==> src/rtl/mole_button_scanner.sv <==
// Scanned key-matrix front end: one active-low column per 4-cycle slot, rows sampled through a 2-flop synchronizer.
// Each key is debounced per scan and a press is reported one cycle after its last qualifying sample; there is no backpressure, and hits are single-cycle pulses.
module mole_button_scanner #(
  parameter int N_COLS         = 2,
  parameter int N_ROWS         = 4,
  parameter int DEBOUNCE_SCANS = 4,
  localparam int N_KEYS = N_COLS * N_ROWS,
  localparam int CODE_W = (N_KEYS > 1) ? $clog2(N_KEYS) : 1
) (
  input  logic              clk_1k,
  input  logic              rst,
  input  logic [N_ROWS-1:0] row_n,
  output logic [N_COLS-1:0] col_n,
  output logic [N_KEYS-1:0] key_down,
  output logic [N_KEYS-1:0] key_hit,
  output logic              hit_valid,
  output logic [CODE_W-1:0] hit_code
);

  localparam int COL_W = (N_COLS > 1) ? $clog2(N_COLS) : 1;
  localparam int CNT_W = $clog2(DEBOUNCE_SCANS + 1);

  logic [COL_W-1:0]             col_idx;
  logic [1:0]                   phase;
  logic                         sample;
  logic [N_ROWS-1:0]            row_s1;
  logic [N_ROWS-1:0]            row_s2;
  logic [N_KEYS-1:0][CNT_W-1:0] cnt;
  logic [N_KEYS-1:0][CNT_W-1:0] cnt_nxt;
  logic [N_KEYS-1:0]            down_nxt;
  logic [N_KEYS-1:0]            hit_nxt;
  logic [CODE_W-1:0]            code_nxt;

  // Phases 0-2 give the column drive time to settle and cross the synchronizer.
  assign sample = (phase == 2'd3);

  always_ff @(posedge clk_1k) begin
    if (rst) begin
      phase   <= 2'd0;
      col_idx <= '0;
    end else begin
      phase <= phase + 2'd1;
      if (sample) begin
        if (col_idx == COL_W'(N_COLS - 1)) col_idx <= '0;
        else                               col_idx <= col_idx + COL_W'(1);
      end
    end
  end

  always_comb begin
    col_n          = '1;
    col_n[col_idx] = 1'b0;
  end

  always_ff @(posedge clk_1k) begin
    if (rst) begin
      row_s1 <= '1;
      row_s2 <= '1;
    end else begin
      row_s1 <= row_n;
      row_s2 <= row_s1;
    end
  end

  // A counter only advances while its sample disagrees with the debounced state.
  always_comb begin
    down_nxt = key_down;
    hit_nxt  = '0;
    cnt_nxt  = cnt;
    for (int k = 0; k < N_KEYS; k++) begin
      if (sample && (col_idx == COL_W'(k / N_ROWS))) begin
        if (row_s2[k % N_ROWS] != key_down[k]) begin
          cnt_nxt[k] = '0;
        end else if (cnt[k] == CNT_W'(DEBOUNCE_SCANS - 1)) begin
          cnt_nxt[k]  = '0;
          down_nxt[k] = ~key_down[k];
          hit_nxt[k]  = ~key_down[k];
        end else begin
          cnt_nxt[k] = cnt[k] + CNT_W'(1);
        end
      end
    end
  end

  always_comb begin
    code_nxt = hit_code;
    for (int k = N_KEYS - 1; k >= 0; k--) begin
      if (hit_nxt[k]) code_nxt = CODE_W'(k);
    end
  end

  always_ff @(posedge clk_1k) begin
    if (rst) begin
      cnt       <= '0;
      key_down  <= '0;
      key_hit   <= '0;
      hit_valid <= 1'b0;
      hit_code  <= '0;
    end else begin
      cnt       <= cnt_nxt;
      key_down  <= down_nxt;
      key_hit   <= hit_nxt;
      hit_valid <= |hit_nxt;
      hit_code  <= code_nxt;
    end
  end

endmodule

==> config.mk <==
export PLATFORM = sky130hd
export DESIGN_NAME = mole_button_scanner
export DESIGN_NICKNAME = d
export VERILOG_FILES = /design/src/rtl/mole_button_scanner.sv
export SDC_FILE = /design/constraint.sdc
export NUM_CORES = 1
export LEC_CHECK = 0
export BUFFER_PORTS_ARGS = -buffer_cell sky130_fd_sc_hd__buf_2
export CORE_ASPECT_RATIO = 2
export CORE_UTILIZATION = 56
export DETAILED_ROUTE_END_ITERATION = 10
export GPL_TIMING_DRIVEN = 0
export PLACE_DENSITY = 0.77
export SETUP_SLACK_MARGIN = 0.15
export SKIP_CTS_REPAIR_TIMING = 1
export SKIP_LAST_GASP = 1
export SYNTH_ARGS = -nofsm -noshare
export SYNTH_HDL_FRONTEND = slang
export SYNTH_SLANG_ARGS = --single-unit
==> constraint.sdc <==
create_clock -name clk_1k -period 2.1 [get_ports clk_1k]
set_input_delay 0.315 -clock clk_1k [delete_from_list [all_inputs] [get_ports clk_1k]]
set_output_delay 0.315 -clock clk_1k [all_outputs]
set_load 0.02 [all_outputs]
==> results of run 1 <==
-- per-layer routing --
| layer | GRT usage, % | part of all wire [%] |
|---|---|---|
| met1 | 27.7 | 44 |
| met2 | 38.0 | 51 |
| met3 | 4.13 | 2.8 |
| met4 | 10.0 | 2.1 |
| met5 | 0 | 0 |
-- sequential cells by signal, summed over array words and instances, names as in the netlist --
register	flops
hit_code	3
cnt	24
hit_valid	1
row_s1	4
key_hit	8
key_down	8
row_s2	4
phase	2
col_idx	1
-- worst reg2reg max path: cells and delay by family, from the launching register on --
kind	cells	cell delay [ns]
fa+ha+maj	1	0.22
flops	1	0.33
simple gates	2	0.55
buf+inv	1	0.15
compound gates	2	0.37
-- cells by family (layout without fill, tap and decap cells) --
kind of cell,count (synthesis),after routing
AO/OA/AOI/OAI,38,38
AND/OR/NAND/NOR,103,103
buffers and inverters,19,53
flip-flops,55,55
adder cells (fa/ha/maj),9,9
multiplexers,4,4
XOR/XNOR,8,8
-- power groups by stage --
stage	Sequential (mW)	Clock [mW]	Combinational (mW)
2_1_floorplan	1.08	0	0.0617
3_3_place_gp	1.09	0	0.0848
3_5_place_dp	1.09	0	0.0854
4_1_cts	1.06	0.645	0.0857
5_1_grt	1.06	0.692	0.0939
6_report	1.06	0.630	0.0853
-- area by class of cell --
type,count,area (µm²),area share [%]
clock inverter,1,7.51,0.294
multi-input combinational,162,1070,41.7
clock buffer,7,96.3,3.77
timing repair buffer,26,130,5.09
tap,51,63.8,2.50
inverter,5,18.8,0.734
sequential,55,1100,43.1
buffer,14,72.6,2.84
-- placed cells by master, fill, tap and decap left out, types with 2 or more instances in the layout --
master     count
dfxtp_1       55
nor2_1        45
buf_2         27
or2_2         10
a21oi_1       10
clkbuf_1       9
nand2_1        9
ha_1           9
xor2_1         8
nor3_1         8
clkbuf_8       7
nor2b_1        6
inv_1          5
a22oi_1        5
a211oi_1       5
o21ai_0        5
and3b_1        5
mux2i_1        4
nand2b_1       3
a2bb2oi_1      3
a2111oi_0      3
buf_6          2
nand4b_2       2
or3_4          2
and4bb_2       2
-- worst paths after layout --
kind                     endpoint            startpoint
max          hit_valid$_SDFF_PP0_   phase[0]$_SDFF_PP0_
min reg2reg  row_s2[3]$_SDFF_PP1_  row_s1[3]$_SDFF_PP1_
min          row_s1[2]$_SDFF_PP1_              row_n[2]
max reg2reg  hit_valid$_SDFF_PP0_   phase[0]$_SDFF_PP0_
==> results.py, run 1 <==
metrics = {
    "die": {
        "die_w_um": 46.9,
        "placeableCoreArea_um2": 3840,
        "std_cell_rows": 32,
        "ports_placed_on_the_boundary": 28,
        "die-area_um2": 4310,
        "initial_utilization_pct": 58.8,
        "die_height_um": 91.8,
    },
    "grt": {
        "antenna_found_initial": 0,
        "grt_first_pass_wirelength_um": 7110,
        "first_global_vias": 1538,
        "grt_start_max_net_pins": 17,
        "globalRouteTotalUtil_pct": 23.0,
        "overflow": 0,
    },
    "timing": {
        "layout_min_cycle_time_ns": 1.76,
        "final.setup.worst_slack_ns": 0.343,
        "finalSetupViolations": 0,
        "max_freq_mhz": 569,
        "hold_slack_ns": 0.184,
        "timing_hold_violations_final": 0,
        "grt_setup_unrepaired": "false",
        "final.period_utilization_pct": 83.7,
        "relSlewSlack_pct": 62.6,
        "final.setup_skew_ns": 0.00661,
        "timing.final.max_slew_violations": 0,
        "setup_total_negative_slack_ns": 0,
        "worstMarginPinSlew_ns": 0.556,
    },
    "placed_design": {
        "place.gp.congestion": 0.782,
        "numPortBuffers": 26,
        "dp_hpwl_um": 3120,
        "placedInstanceArea_um2": 2450,
        "placed_cells": 313,
        "pre_cts_slack_ns": 0.361,
    },
    "clock_network": {
        "cell_chosen_for_the_clock_root": "clkbuf_8",
        "tritoncts_num_sinks": 55,
        "clk_path_buf_depth": 2,
        "numCtsBuffers": 5,
        "clk_pin_slew_worst_paths_ns": 0.09,
        "worstSkewPairLatency_ns": 0.31,
        "cts_max_level": 2,
        "cts_tree": "yes",
    },
    "final_layout": {
        "area_growth_from_synthesis_to_layout_pct": 13.2,
        "number_of_inserted_diodes": 0,
        "design_area_um2": 2560,
        "layout.filler_cells": 359,
        "stdcell_count": 321,
        "finalCoreUtilization_pct": 66.5,
        "post_route_cells_drive_above_1_share_pct": 21.9,
        "final_nets": 284,
    },
    "pwr": {
        "power.clock.fraction_pct": 35.5,
        "total_design_power_mw": 1.78,
        "power.share.combinational_pct": 4.8,
        "power-per-cell-area_nw_per_um2": 695,
        "intPower_mw": 1.39,
        "sw_frac_of_total_pct": 22.0,
        "p_switching_mw": 0.390,
        "power.leakage_nw": 1.12,
        "share_seq_of_total_power_pct": 59.7,
        "worst_ir_drop_vdd_mv": 0.690,
    },
    "worst_setup_path": {
        "worst-setup-path-type": "reg -> reg",
        "arr_time_crit_path_ns": 1.93,
        "cp_top_family": "simple AND/OR/NAND/NOR gates",
        "cp_slowest_cell": "dfxtp_1",
        "slowest_delay_ns": 0.33,
        "worst-r2r-setup-slack_ns": 0.34,
        "critical_path.max_fanout": 10,
        "cp.depth": 6,
        "critical_path.cell_chain": "ha_1, buf_6, and4bb_2, a22oi_1, and4b_4, a21oi_1",
        "start_kind": "flip-flop",
        "cp.required_ns": 2.27,
        "worst-r2r-cell-count": 6,
        "cp_num_buf_inv": 1,
        "critical_path.endpoint_type": "flip-flop",
    },
    "synth": {
        "yosys.area_share.simple_pct": 25.7,
        "synth_xor_xnor_area_share_pct": 3.10,
        "synth_commonest_cells": "dfxtp_1, nor2_1, a21oi_1, or2_2",
        "postSynthRegisterBits": 55,
        "async_set_reset_flop_share_out_of_synthesis_pct": 0,
        "postSynthNetCount": 251,
        "synth.area.mux_share_pct": 1.77,
        "yosysTopAreaCell": "dfxtp_1",
        "synth_edf_count": 0,
        "syn-instance-count": 236,
        "fraction_of_synthesized_cell_area_taken_by_the_top_area_cell_type_pct": 48.8,
        "syn_area_um2": 2260,
        "synth_compound_area_share_pct": 11.7,
        "post_synth_fa_ha_maj_area_fraction_pct": 4.99,
        "netlist_top_cells_area": "dfxtp_1, nor2_1, ha_1, xor2_1, or2_2",
        "dominant_combinational_cell_family_by_area_after_synthesis": "simple AND/OR/NAND/NOR gates",
        "synth_cell_type_count": 44,
        "yosys_warnings": 0,
        "synthesis.area_per_instance_um2": 9.57,
        "synth-seq-area-share_pct": 48.8,
        "ys.flop_type": "dfxtp_1",
        "post-synth-top-count-cell": "dfxtp_1",
    },
    "routing": {
        "route.detailed.drc": 0,
        "postRouteAntennaNets": 0,
        "route.final.wire_length_um": 4250,
        "first_pass_iters": 4,
        "via_count": 1725,
        "final_routed_wire_length_divided_by_cell_count_um": 13.2,
        "drt-initial-drc-count": 29,
        "vias_per_cell": 5.37,
    },
    "job": {
        "max_cap_violations": 0,
    },
    "run_status": {
        "run_status": "completed",
    },
    "min_path": {
        "min_path_type": "in -> reg",
        "hold_critical_path_depth": 2,
    },
}
Note: power is estimated with default switching activity, not from simulation.
==> run 2: changes to the inputs <==
--- a/config.mk
+++ b/config.mk
@@ -7,10 +7,10 @@
 export LEC_CHECK = 0
 export BUFFER_PORTS_ARGS = -buffer_cell sky130_fd_sc_hd__buf_2
 export CORE_ASPECT_RATIO = 2
-export CORE_UTILIZATION = 56
+export CORE_UTILIZATION = 51
 export DETAILED_ROUTE_END_ITERATION = 10
 export GPL_TIMING_DRIVEN = 0
-export PLACE_DENSITY = 0.77
+export PLACE_DENSITY = 0.74
 export SETUP_SLACK_MARGIN = 0.15
 export SKIP_CTS_REPAIR_TIMING = 1
 export SKIP_LAST_GASP = 1
==> constraint.sdc (replaced) <==
create_clock -name clk_1k -period 1.61 [get_ports clk_1k]
set_input_delay 0.2415 -clock clk_1k [delete_from_list [all_inputs] [get_ports clk_1k]]
set_output_delay 0.2415 -clock clk_1k [all_outputs]
set_load 0.02 [all_outputs]
==> run 2 against run 1 <==
  * Sequential share of layout area is 1.7 points lower
  * Die area increased by 9.5%
  * Hold slack lost 0.086 ns
  * Cell area rose by 4.7%
  * Sequential cell count unchanged
  * Critical path depth unchanged
  * Combinational power up 43%
  * Clock skew grew 0.0019 ns
  * Critical path type unchanged
  * Clock power grew 27%
  * First-iteration DRC count shrank 3.4%
==> results.py, run 2 (synthesis results as in run 1) <==
metrics = {
    "clock_network": {
        "clk_path_buf_depth": 2,
        "worstSkewPairLatency_ns": 0.32,
        "cts_max_level": 2,
        "cts_tree": "yes",
        "cell_chosen_for_the_clock_root": "clkbuf_8",
        "clk_pin_slew_worst_paths_ns": 0.10,
        "tritoncts_num_sinks": 55,
        "numCtsBuffers": 5,
    },
    "pwr": {
        "power.leakage_nw": 1.17,
        "power-per-cell-area_nw_per_um2": 862,
        "worst_ir_drop_vdd_mv": 1.02,
    },
    "die": {
        "ports_placed_on_the_boundary": 28,
        "die_w_um": 49.1,
        "die-area_um2": 4710,
        "initial_utilization_pct": 54.2,
        "std_cell_rows": 33,
        "placeableCoreArea_um2": 4170,
        "die_height_um": 96.1,
    },
    "timing": {
        "finalSetupViolations": 0,
        "setup_total_negative_slack_ns": 0,
        "layout_min_cycle_time_ns": 1.59,
        "timing_hold_violations_final": 0,
        "worstMarginPinSlew_ns": 0.546,
        "max_freq_mhz": 628,
        "grt_setup_unrepaired": "true",
        "final.period_utilization_pct": 98.9,
        "timing.final.max_slew_violations": 0,
        "hold_slack_ns": 0.0978,
        "final.setup_skew_ns": 0.00852,
        "relSlewSlack_pct": 63.6,
    },
    "routing": {
        "via_count": 1722,
        "route.final.wire_length_um": 4740,
        "route.detailed.drc": 0,
        "final_routed_wire_length_divided_by_cell_count_um": 14.7,
        "postRouteAntennaNets": 0,
        "vias_per_cell": 5.33,
        "drt-initial-drc-count": 28,
        "first_pass_iters": 4,
    },
    "placed_design": {
        "placedInstanceArea_um2": 2480,
        "place.gp.congestion": 0.757,
        "dp_hpwl_um": 3510,
        "numPortBuffers": 26,
    },
    "final_layout": {
        "area_growth_from_synthesis_to_layout_pct": 18.6,
        "layout.filler_cells": 369,
        "number_of_inserted_diodes": 0,
        "max_flop_register": "cnt",
        "biggestRegsByFlops": "cnt x24, key_down x8, key_hit x8",
        "post_route_cells_drive_above_1_share_pct": 28.8,
        "mostFrequentLayoutCell": "dfxtp_1",
        "design_area_um2": 2680,
        "largest_register_ff_count": 24,
        "layout_common_cells": "dfxtp_1, nor2_1, buf_2",
        "final_nets": 285,
    },
    "grt": {
        "globalRouteTotalUtil_pct": 22.0,
        "overflow": 0,
        "antenna_found_initial": 0,
        "grt_first_pass_wirelength_um": 7730,
        "grt_start_max_net_pins": 20,
        "first_global_vias": 1687,
    },
    "worst_setup_path": {
        "reg2reg_to": "hit_code[0]$_SDFFE_PP0P_",
        "critical_path.max_fanout": 10,
        "critical_path.endpoint_type": "flip-flop",
        "worst-r2r-setup-slack_ns": 0.02,
        "worst-r2r-cell-count": 6,
        "cp.required_ns": 1.86,
        "arr_time_crit_path_ns": 1.84,
        "start_kind": "flip-flop",
        "worst-setup-path-type": "reg -> reg",
        "worst_r2r_startpoint": "phase[0]$_SDFF_PP0_",
    },
    "job": {
        "max_cap_violations": 0,
    },
    "min_path": {
        "min_path_type": "in -> reg",
        "timing.hold.worst.start": "row_n[0]",
        "hold_critical_path_depth": 2,
        "hold-path-endpoint": "row_s1[0]$_SDFF_PP1_",
    },
    "run_status": {
        "run_status": "completed",
    },
}
-- run 2: area by class of cell --
cell class / count / area (µm²) / share of cell area, %
Buffer: 14 / 90.1 / 3.36
Sequential cell: 55 / 1110 / 41.4
Clock buffer: 5 / 68.8 / 2.57
Timing Repair Buffer: 27 / 138 / 5.14
Multi-Input combinational cell: 162 / 1160 / 43.5
Clock inverter: 3 / 25.0 / 0.935
Tap cell: 52 / 65.1 / 2.43
Inverter: 5 / 18.8 / 0.701
-- run 2: through the flow --
step	utilization [%]	cells	worst slack (ns)	total power, mW
CTS	61.8	322	-0.0444	2.32
finish	64.2	323	0.0176	2.31
global placement	59.5	314	-0.0739	1.53
global route	64.2	323	-0.0445	2.40
detailed placement	59.5	314	-0.0308	1.53
floorplan	-	236	0.125	1.50
-- run 2: worst max-delay path, cell delays in order (launching register included) --
cell and delay [ns]:
dfxtp_2 0.36, ha_4 0.14, buf_8 0.13, nand4b_4 0.11, or3_4 0.42, and4b_4 0.22, a211oi_2 0.15
-- run 2: routing by layer --
layer  vias up  part of all wire [%]  GRT usage, %  wire [µm]
li1        885                     -             -          -
met3         8                   2.3          3.48        108
met5         -                     0             0          0
met4         0                   2.5          13.0        120
met1       806                    37          21.4       1760
met2        23                    58          42.7       2740
-- run 2: power by group --
group          leakage, nW  switching, mW  internal [mW]
Combinational        0.676         0.0748         0.0472
Sequential           0.447         0.0126           1.38
Clock               0.0452          0.479          0.318
-- run 2: worst max-delay path by stage --
stage / endpoint / slack, ns / cells after the start / start
after floorplan: hit_code[0]$_SDFFE_PP0P_ / 0.13 / 6 / phase[1]$_SDFF_PP0_
after global placement: hit_code[1]$_SDFFE_PP0P_ / -0.07 / 6 / phase[0]$_SDFF_PP0_
after detailed placement: cnt[13]$_SDFFE_PP0P_ / -0.03 / 7 / phase[0]$_SDFF_PP0_
after CTS: cnt[13]$_SDFFE_PP0P_ / -0.04 / 7 / phase[0]$_SDFF_PP0_
after global routing: hit_code[0]$_SDFFE_PP0P_ / -0.04 / 6 / phase[0]$_SDFF_PP0_
final: hit_code[0]$_SDFFE_PP0P_ / 0.02 / 6 / phase[0]$_SDFF_PP0_
